--- src/rtl/fp_pkg.sv ---
// rtl/fp_pkg.sv - shared field widths, class indices, capture states and the word classifier
package fp_pkg;

    localparam int WORD_W = 32;
    localparam int EXP_W  = 8;
    localparam int MANT_W = 23;

    localparam logic [EXP_W-1:0] EXP_MAX = 8'hFF;
    localparam logic [EXP_W-1:0] EXP_MIN = 8'h00;

    localparam int CLS_NAN    = 3;
    localparam int CLS_INF    = 2;
    localparam int CLS_ZERO   = 1;
    localparam int CLS_DENORM = 0;

    typedef enum logic [1:0] {
        ST_IDLE   = 2'd0,
        ST_SECOND = 2'd1,
        ST_DRAIN  = 2'd2
    } state_t;

    // Sign bit deliberately ignored: -0 is zero, -inf is inf.
    function automatic logic [3:0] fp_classify(input logic [WORD_W-1:0] w);
        logic [EXP_W-1:0]  e;
        logic [MANT_W-1:0] m;
        logic [3:0]        c;
        e = w[WORD_W-2 -: EXP_W];
        m = w[MANT_W-1:0];
        c = '0;
        c[CLS_NAN]    = (e == EXP_MAX) && (m != '0);
        c[CLS_INF]    = (e == EXP_MAX) && (m == '0);
        c[CLS_ZERO]   = (e == EXP_MIN) && (m == '0);
        c[CLS_DENORM] = (e == EXP_MIN) && (m != '0);
        return c;
    endfunction

endpackage

--- src/rtl/pair_fifo.sv ---
// rtl/pair_fifo.sv - first-word-fall-through FIFO; reads zero while empty
module pair_fifo #(
    parameter int DEPTH = 4,
    parameter int W     = 64
) (
    input  logic                   clk,
    input  logic                   rst,
    input  logic                   i_push,
    input  logic [W-1:0]           i_wdata,
    input  logic                   i_pop,
    output logic [W-1:0]           o_rdata,
    output logic [$clog2(DEPTH):0] o_count,
    output logic                   o_full
);
    localparam int AW = $clog2(DEPTH);

    logic [W-1:0]  r_mem [DEPTH];
    logic [AW-1:0] r_wptr;
    logic [AW-1:0] r_rptr;
    logic [AW:0]   r_count;
    logic          w_pop;
    logic          w_push;

    assign o_full  = (r_count == (AW+1)'(DEPTH));
    assign w_pop   = i_pop && (r_count != '0);
    // When full, a same-edge pop frees the slot the write lands in.
    assign w_push  = i_push && (!o_full || w_pop);
    assign o_count = r_count;
    assign o_rdata = (r_count != '0) ? r_mem[r_rptr] : '0;

    always_ff @(posedge clk) begin
        if (w_push) begin
            r_mem[r_wptr] <= i_wdata;
        end
    end

    always_ff @(posedge clk or posedge rst) begin
        if (rst) begin
            r_wptr  <= '0;
            r_rptr  <= '0;
            r_count <= '0;
        end else begin
            if (w_push) begin
                r_wptr <= r_wptr + 1'b1;
            end
            if (w_pop) begin
                r_rptr <= r_rptr + 1'b1;
            end
            case ({w_push, w_pop})
                2'b10:   r_count <= r_count + 1'b1;
                2'b01:   r_count <= r_count - 1'b1;
                default: r_count <= r_count;
            endcase
        end
    end

endmodule

--- src/rtl/fp_result_collector.sv ---
// rtl/fp_result_collector.sv - pairs dual-multiplier results into a FIFO; FP_RES_CLASSIFY_EN adds class flags
module fp_result_collector
    import fp_pkg::*;
#(
    parameter int DEPTH = 4
) (
    input  logic                   clk,
    input  logic                   rst,
    input  logic                   in_done,
    input  logic [31:0]            in_res,
    output logic                   out_valid,
    input  logic                   out_ready,
    output logic [31:0]            out_res1,
    output logic [31:0]            out_res2,
    output logic [3:0]             out_cls1,
    output logic [3:0]             out_cls2,
    output logic [$clog2(DEPTH):0] count,
    output logic                   overflow,
    output logic                   proto_err,
    input  logic                   clr_err
);
`ifdef FP_RES_CLASSIFY_EN
    localparam int ENTRY_W = 2*WORD_W + 8;
`else
    localparam int ENTRY_W = 2*WORD_W;
`endif

    state_t              r_state;
    logic [WORD_W-1:0]   r_hold;
    logic                r_overflow;
    logic                r_proto_err;
    logic                w_push;
    logic                w_pop;
    logic                w_full;
    logic                w_drop;
    logic                w_proto_set;
    logic [ENTRY_W-1:0]  w_wdata;
    logic [ENTRY_W-1:0]  w_rdata;

    assign w_push      = (r_state == ST_SECOND) && in_done;
    assign w_pop       = out_valid && out_ready;
    assign w_drop      = w_push && w_full && !w_pop;
    assign w_proto_set = ((r_state == ST_SECOND) && !in_done) ||
                         ((r_state == ST_DRAIN)  &&  in_done);

`ifdef FP_RES_CLASSIFY_EN
    assign w_wdata  = {fp_classify(r_hold), fp_classify(in_res), r_hold, in_res};
    assign out_cls1 = w_rdata[ENTRY_W-1 -: 4];
    assign out_cls2 = w_rdata[ENTRY_W-5 -: 4];
`else
    assign w_wdata  = {r_hold, in_res};
    assign out_cls1 = 4'b0000;
    assign out_cls2 = 4'b0000;
`endif
    assign out_res1  = w_rdata[2*WORD_W-1 -: WORD_W];
    assign out_res2  = w_rdata[WORD_W-1:0];
    assign out_valid = (count != '0);
    assign overflow  = r_overflow;
    assign proto_err = r_proto_err;

    pair_fifo #(
        .DEPTH (DEPTH),
        .W     (ENTRY_W)
    ) u_fifo (
        .clk     (clk),
        .rst     (rst),
        .i_push  (w_push),
        .i_wdata (w_wdata),
        .i_pop   (w_pop),
        .o_rdata (w_rdata),
        .o_count (count),
        .o_full  (w_full)
    );

    // Sticky flags: a new error in the clearing cycle keeps the flag set.
    always_ff @(posedge clk or posedge rst) begin
        if (rst) begin
            r_state     <= ST_IDLE;
            r_hold      <= '0;
            r_overflow  <= 1'b0;
            r_proto_err <= 1'b0;
        end else begin
            case (r_state)
                ST_IDLE: begin
                    if (in_done) begin
                        r_hold  <= in_res;
                        r_state <= ST_SECOND;
                    end
                end
                ST_SECOND: begin
                    if (in_done) begin
                        r_state <= ST_DRAIN;
                    end else begin
                        r_hold  <= '0;
                        r_state <= ST_IDLE;
                    end
                end
                ST_DRAIN: begin
                    if (!in_done) begin
                        r_state <= ST_IDLE;
                    end
                end
                default: r_state <= ST_IDLE;
            endcase

            if (w_drop) begin
                r_overflow <= 1'b1;
            end else if (clr_err) begin
                r_overflow <= 1'b0;
            end
            if (w_proto_set) begin
                r_proto_err <= 1'b1;
            end else if (clr_err) begin
                r_proto_err <= 1'b0;
            end
        end
    end

endmodule

--- config.mk ---
export PLATFORM = sky130hd
export DESIGN_NAME = fp_result_collector
export DESIGN_NICKNAME = d
export VERILOG_FILES = /design/src/rtl/fp_pkg.sv /design/src/rtl/pair_fifo.sv /design/src/rtl/fp_result_collector.sv
export SDC_FILE = /design/constraint.sdc
export NUM_CORES = 1
export LEC_CHECK = 0
export CAP_MARGIN = 20
export CORE_MARGIN = 5
export CORE_UTILIZATION = 56
export DETAILED_ROUTE_END_ITERATION = 8
export HOLD_SLACK_MARGIN = 0.06
export PLACE_DENSITY = 0.86
export SLEW_MARGIN = 20
export SYNTH_ARGS = -nofsm -noshare
export SYNTH_HDL_FRONTEND = slang
export SYNTH_SLANG_ARGS = --single-unit
--- constraint.sdc ---
create_clock -name clk -period 3.3 [get_ports clk]
set_input_delay 0.66 -clock clk [delete_from_list [all_inputs] [get_ports clk]]
set_output_delay 0.66 -clock clk [all_outputs]
set_load 0.01 [all_outputs]
==> flow_summary_export.csv, run 1 <==
group,metric,value,unit
final_layout,fin_area,13900,sq um
critical_path,reg2reg_from,"u_fifo.o_count[1]$_DFFE_PP0P_",
synth,synth_area_per_cell,21.2,sq um
cts,numCtsBuffers,28,
critical_path,rr_endpoint,"u_fifo.o_count[2]$_DFFE_PP0P_",
timing,hold_viol,0,
critical_path,required,2.64,ns
synth,synth_top_cell_by_area,"edfxtp_1",
place,dp_hpwl,14000,microns
timing,worst_pin_slew,0.901,ns
cts,clkTransAtPathRegs,0.07,ns
hold_path,hp-class,"input port to async pin",
timing,min_period,3.19,ns
synth,syn_area,11500,sq um
cts,cts.sinks,299,
pwr,powerDensity,869,nW/um^2
timing,slew_violations,0,
final_layout,syn2layout_area_growth,21.1,%
floorplanning,start_util,56.8,%
synth,ys_types,28,
synth,syn_inst,540,
global_route,antenna_found_initial,0,
timing,rsz0062_at_grt,"false",
synth,ys.flop_type,"edfxtp_1",
synth,synth_top_cell_area_share,67.1,%
floorplanning,core,20200,sq um
route,drc,0,
floorplanning,dieArea,23400,sq um
final_layout,post_layout_nonfiller_instances,962,
global_route,gr-usage-all-layers,20.0,%
timing,relSlewSlack,40.0,%
critical_path,crit_type,"register to output pin",
cts,clockBufferDepth,3,
synth,async_flop_share,14.4,%
final_layout,diodes,0,
cts,ctsHoldBuffers,0,
route,routed_wirelength,23200,microns
synth,synth_edf_count,256,
global_route,grt_pass1_vias,6189,
place,io_buffers,106,
synth,ys_top_cells_by_area,"edfxtp_1 (67%), mux4_2 (13%), dfrtp_1 (9.4%)",
global_route,globalRoute.totalOverflow,0,
cts,cts_root_buf,"clkbuf_16",
critical_path,crit_arrival,2.53,ns
final_layout,drive_gt1_share,21.0,%
synth,yosysMostFrequentCell,"edfxtp_1",
final_layout,nets,714,
floorplanning,chipWidth,153,microns
pwr,p_total,0.0121,W
route,wl_per_cell,24.1,microns
timing,setup_ws,0.113,ns
route,drt_iter0_markers,451,
route,routed_via_density,5.87,
critical_path,r2r_slack,0.89,ns
timing,finalClockSkew,0.00881,ns
route,vias,5650,
critical_path,r2r_cells,9,
global_route,grt_max_degree,40,
route,drtAntennaViolNets,0,
critical_path,startpoint_type,"register",
global_route,grt_pass1_wl,36500,microns
timing,setup-tns-final,0,ns
place,gp_congestion,0.845,
synth,ys_seq_area_share,76.5,%
critical_path,cp-end-kind,"output pin",
cts,insertion_delay,0.53,ns
job,max_cap_violations,0,
pwr,power.leakage,4.76,nW
route,dr.pass1.iters,5,
cts,cts_tree,"yes",
place,placed_area,12900,sq um
cts,htree_levels,1,
timing,fmax,314,MHz
timing,setup_viol,0,
place,dp.cells,908,
synth,synth_commonest_cells,"edfxtp_1 (256), and2_1 (70), mux4_2 (64)",
timing,finalCritPeriodShare,96.6,%
floorplanning,rows,52,
floorplanning,dieHeight,153,microns
critical_path,cp_max_fo,23,
run_status,outcome,"complete, no violations",
pwr,ir_worst_vdd,662,uV
synth,ys_warn_count,0,
floorplanning,io_pins,115,
place,preCtsSetupSlack,0.282,ns
synth,ys_ff_latch,299,
[where the power goes]
| part | internal (W) | switching, W | total, W |
|---|---|---|---|
| Sequential | 0.00464 | 0.000335 | 0.00498 |
| Combinational | 0.00228 | 0.00172 | 0.00400 |
| Clock | 0.00175 | 0.00132 | 0.00308 |
| Total | 0.00867 | 0.00338 | 0.0121 |
[state kept, by name, summed over array words and instances (netlist names)]
register and cells:
u_fifo.r_mem 256, r_hold 32, u_fifo.o_count 3, u_fifo.r_rptr 2, proto_err 1, overflow 1, r_state 2, u_fifo.r_wptr 2
[kinds of logic (layout without fill, tap and decap cells)]
family / after synthesis / after routing / share of synthesized area (%)
mux: 66 / 66 / 12.8
xor+xnor: 8 / 8 / 0.612
buf+inv: 45 / 190 / 2.20
other cells: 1 / 8 / 0.0327
flops: 299 / 299 / 76.5
compound gates: 34 / 34 / 2.58
simple gates: 81 / 81 / 4.52
fa+ha+maj: 6 / 6 / 0.721
[how the worst max path moves through the flow]
| stage | endpoint | start | slack [ns] | depth (start not counted) |
|---|---|---|---|---|
| after floorplan | u_fifo.r_mem[0][0]$_DFFE_PP_ | in_done | 0.34 | 3 |
| after global placement | u_fifo.o_count[2]$_DFFE_PP0P_ | out_ready | 0.39 | 10 |
| after detailed placement | u_fifo.o_count[2]$_DFFE_PP0P_ | out_ready | 0.28 | 10 |
| after CTS | out_res1[2] | u_fifo.r_rptr[1]$_DFFE_PP0P_ | 0.05 | 4 |
| after global routing | out_res2[13] | u_fifo.r_rptr[0]$_DFFE_PP0P_ | 0.003 | 4 |
| final | out_res1[30] | u_fifo.r_rptr[0]$_DFFE_PP0P_ | 0.11 | 4 |
[through the flow]
step	utilization, %	hold WS (ns)
global route	68.7	0.536
floorplan	-	0.477
finish	68.7	0.512
detailed placement	64.2	0.503
CTS	68.7	0.519
global placement	64.2	0.485
[routing by layer]
metal	vias to the layer above	GRT usage (%)	share of wire (%)
li1	2400	-	-
met1	2982	27.4	40
met2	244	34.1	52
met3	24	3.68	6.9
met4	0	4.71	1.4
met5	-	0	0
[cell usage in the layout (no fill, tap or decap)]
cell	n
a22o_1	32
and2_1	66
and2_4	4
buf_12	7
buf_16	1
buf_4	16
bufinv_16	1
clkbuf_1	5
clkbuf_16	29
clkbuf_8	3
clkdlybuf4s50_1	106
clkinv_1	2
clkinv_2	7
clkinvlp_4	3
conb_1	8
dfrtp_1	41
dfrtp_4	2
edfxtp_1	256
fa_1	1
ha_1	5
inv_1	8
inv_2	1
inv_6	1
mux2_4	1
mux2i_1	1
mux4_2	64
nand2_1	2
nand2b_2	1
nand3_1	1
nand3b_1	1
nor2_1	2
nor2b_4	1
nor3b_4	1
o221ai_1	1
o22ai_1	1
or3_2	1
or4b_4	1
xnor2_1	3
xor2_1	5
[what timing repair did]
action	4_1_cts	5_1_grt
buffers inserted	3	0
endpoints found under the setup margin	53	1
resized for setup	0	2
[layout make-up]
cell class	count	area [sq um]
Inverter	9	33.8
Fill cell	1230	6310
Timing Repair Buffer	130	1350
Multi-Input combinational cell	203	2480
Sequential cell	299	8770
Tap cell	270	338
Clock buffer	37	786
Clock inverter	14	104
[critical path, cell delays in order (launching register included)]
cell and delay (ns):
dfrtp_4 0.49, buf_12 0.24, mux4_2 0.54, and2_1 0.21, clkdlybuf4s50_1 0.49
Note: power is estimated with default switching activity, not from simulation.
==> run 2: changes to the inputs <==
--- a/config.mk
+++ b/config.mk
@@ -5,6 +5,7 @@
 export SDC_FILE = /design/constraint.sdc
 export NUM_CORES = 1
 export LEC_CHECK = 0
+export ABC_CLOCK_PERIOD_IN_PS = 3300
 export CAP_MARGIN = 20
 export CORE_MARGIN = 5
 export CORE_UTILIZATION = 56
==> results of run 2 <==
The final DEF is identical to that of run 1; final timing and power are the same.
==> edit: new RTL, settings of run 1 <==
`DEPTH` is set to 4 in 2 places; all go to 2.
--- a/src/rtl/pair_fifo.sv
+++ b/src/rtl/pair_fifo.sv
@@ -1,5 +1,5 @@
 // rtl/pair_fifo.sv - first-word-fall-through FIFO; reads zero while empty
 module pair_fifo #(
-    parameter int DEPTH = 4,
+    parameter int DEPTH = 2,
     parameter int W     = 64
 ) (
--- a/src/rtl/fp_result_collector.sv
+++ b/src/rtl/fp_result_collector.sv
@@ -3,5 +3,5 @@
     import fp_pkg::*;
 #(
-    parameter int DEPTH = 4
+    parameter int DEPTH = 2
 ) (
     input  logic                   clk,
Interface: changed (resized count); port bits go from 115 to 114. The function was not compared with the original's and may differ.
==> edit against run 1 <==
  * Wire length shrank 46%
  * Sequential cell count shrank 131
  * Worst setup slack gained 0.18 ns
  * Total power shrank 41%
  * Area after synthesis shrank 44%
  * Critical path depth is the same
  * Maximum frequency grew 5.8%
  * Register-to-register slack gained 0.16 ns
  * Sequential power shrank 41%
  * Final area shrank 41%
  * Global-route usage shrank 0.42 points
  * Combinational power shrank 43%
  * Sequential share of layout area shrank 3.9 points
  * Core utilization grew 3.4 points
==> edit: results (changes against run 1) <==
HPWL Detailed=8040 microns (-42%); initial detailed-routing violation count=181 (-60%); GR met1 Demand/Resource=0.246 (-0.0283); worst reg2reg path endpoint=u_fifo.o_count[1]$_DFFE_PP0P_; tightest slew margin relative to the limit=0.392 (-0.00798); Fmax achieved=332 MHz (+5.8%); result of the run=finished, final reports clean; buffers from clock root to sink, at most=2 (-1); number of search-and-repair iterations in the first detailed-routing pass=4 (-1); number of nets in the final layout=536 (-25%); Fillers=742 (-40%); number of enable-type register cells in the synthesized netlist=128 (-50%); synthesized-area fraction occupied by ao, oa, aoi and oai cells=0.0472 (+0.0214); H-tree level count=4 (+3); Setup Buffers After CTS=0 (-3); Synth Area in Adders=0.00195 (-0.00526); data arrival at the endpoint of the critical path=2.35 ns (-0.18 ns); average wire length per cell after detail routing=19.3 microns (-20%); Logic pwr share=0.322 (-0.010); sum of met3 wire segment lengths after detailed routing=782 microns (-51%); Max stage delay cell, worst path=dfrtp_4; Worst VDD drop=0.000518 V (-22%); Commonest cells post-synth=128 x edfxtp_1, 68 x nor2_1, 64 x mux2i_1, 40 x dfrtp_1, 32 x a22o_1; Final Instance Count excl. Fillers=654 (-32%); maximum number of pins on one net before global-route repair=41 (+2.5%); number of cells on the worst reg-to-reg path=7 (-2); XOR/XNOR Fraction of Synth Area=0.00820 (+0.00208); met3 track demand over resource in global routing=0.0530 (+0.0162); Avg Synthesized Cell Area=16.7 sq um (-21%); share of cells above drive strength 1=0.0920 (-0.118)
[edit: changes by cell type after synthesis, moves of 3 or more]
cell and change:
edfxtp_1 -128, ha_1 -4, buf_2 -3, dfrtp_1 -3, mux4_2 -64, mux2i_1 +63, clkbuf_1 -11, inv_1 -4
nor2_1 +66, buf_4 +5, and2_1 -68
[edit: final cells by class]
class / instances / share of cell area
Clock inverter: 12 / 0.0185
Multi-Input combinational cell: 191 / 0.171
Tap cell: 143 / 0.0219
Timing Repair Buffer: 115 / 0.139
Inverter: 5 / 0.00230
Sequential cell: 168 / 0.594
Clock buffer: 20 / 0.0535
[edit: through the flow]
step	total power [mW]	setup TNS, ns	instance area, sq um
floorplan	4.12	-105.19	6440
global placement	5.20	0	7580
detailed placement	5.28	0	7580
CTS	7.23	0	8170
global route	7.51	0	8170
finish	7.16	0	8170
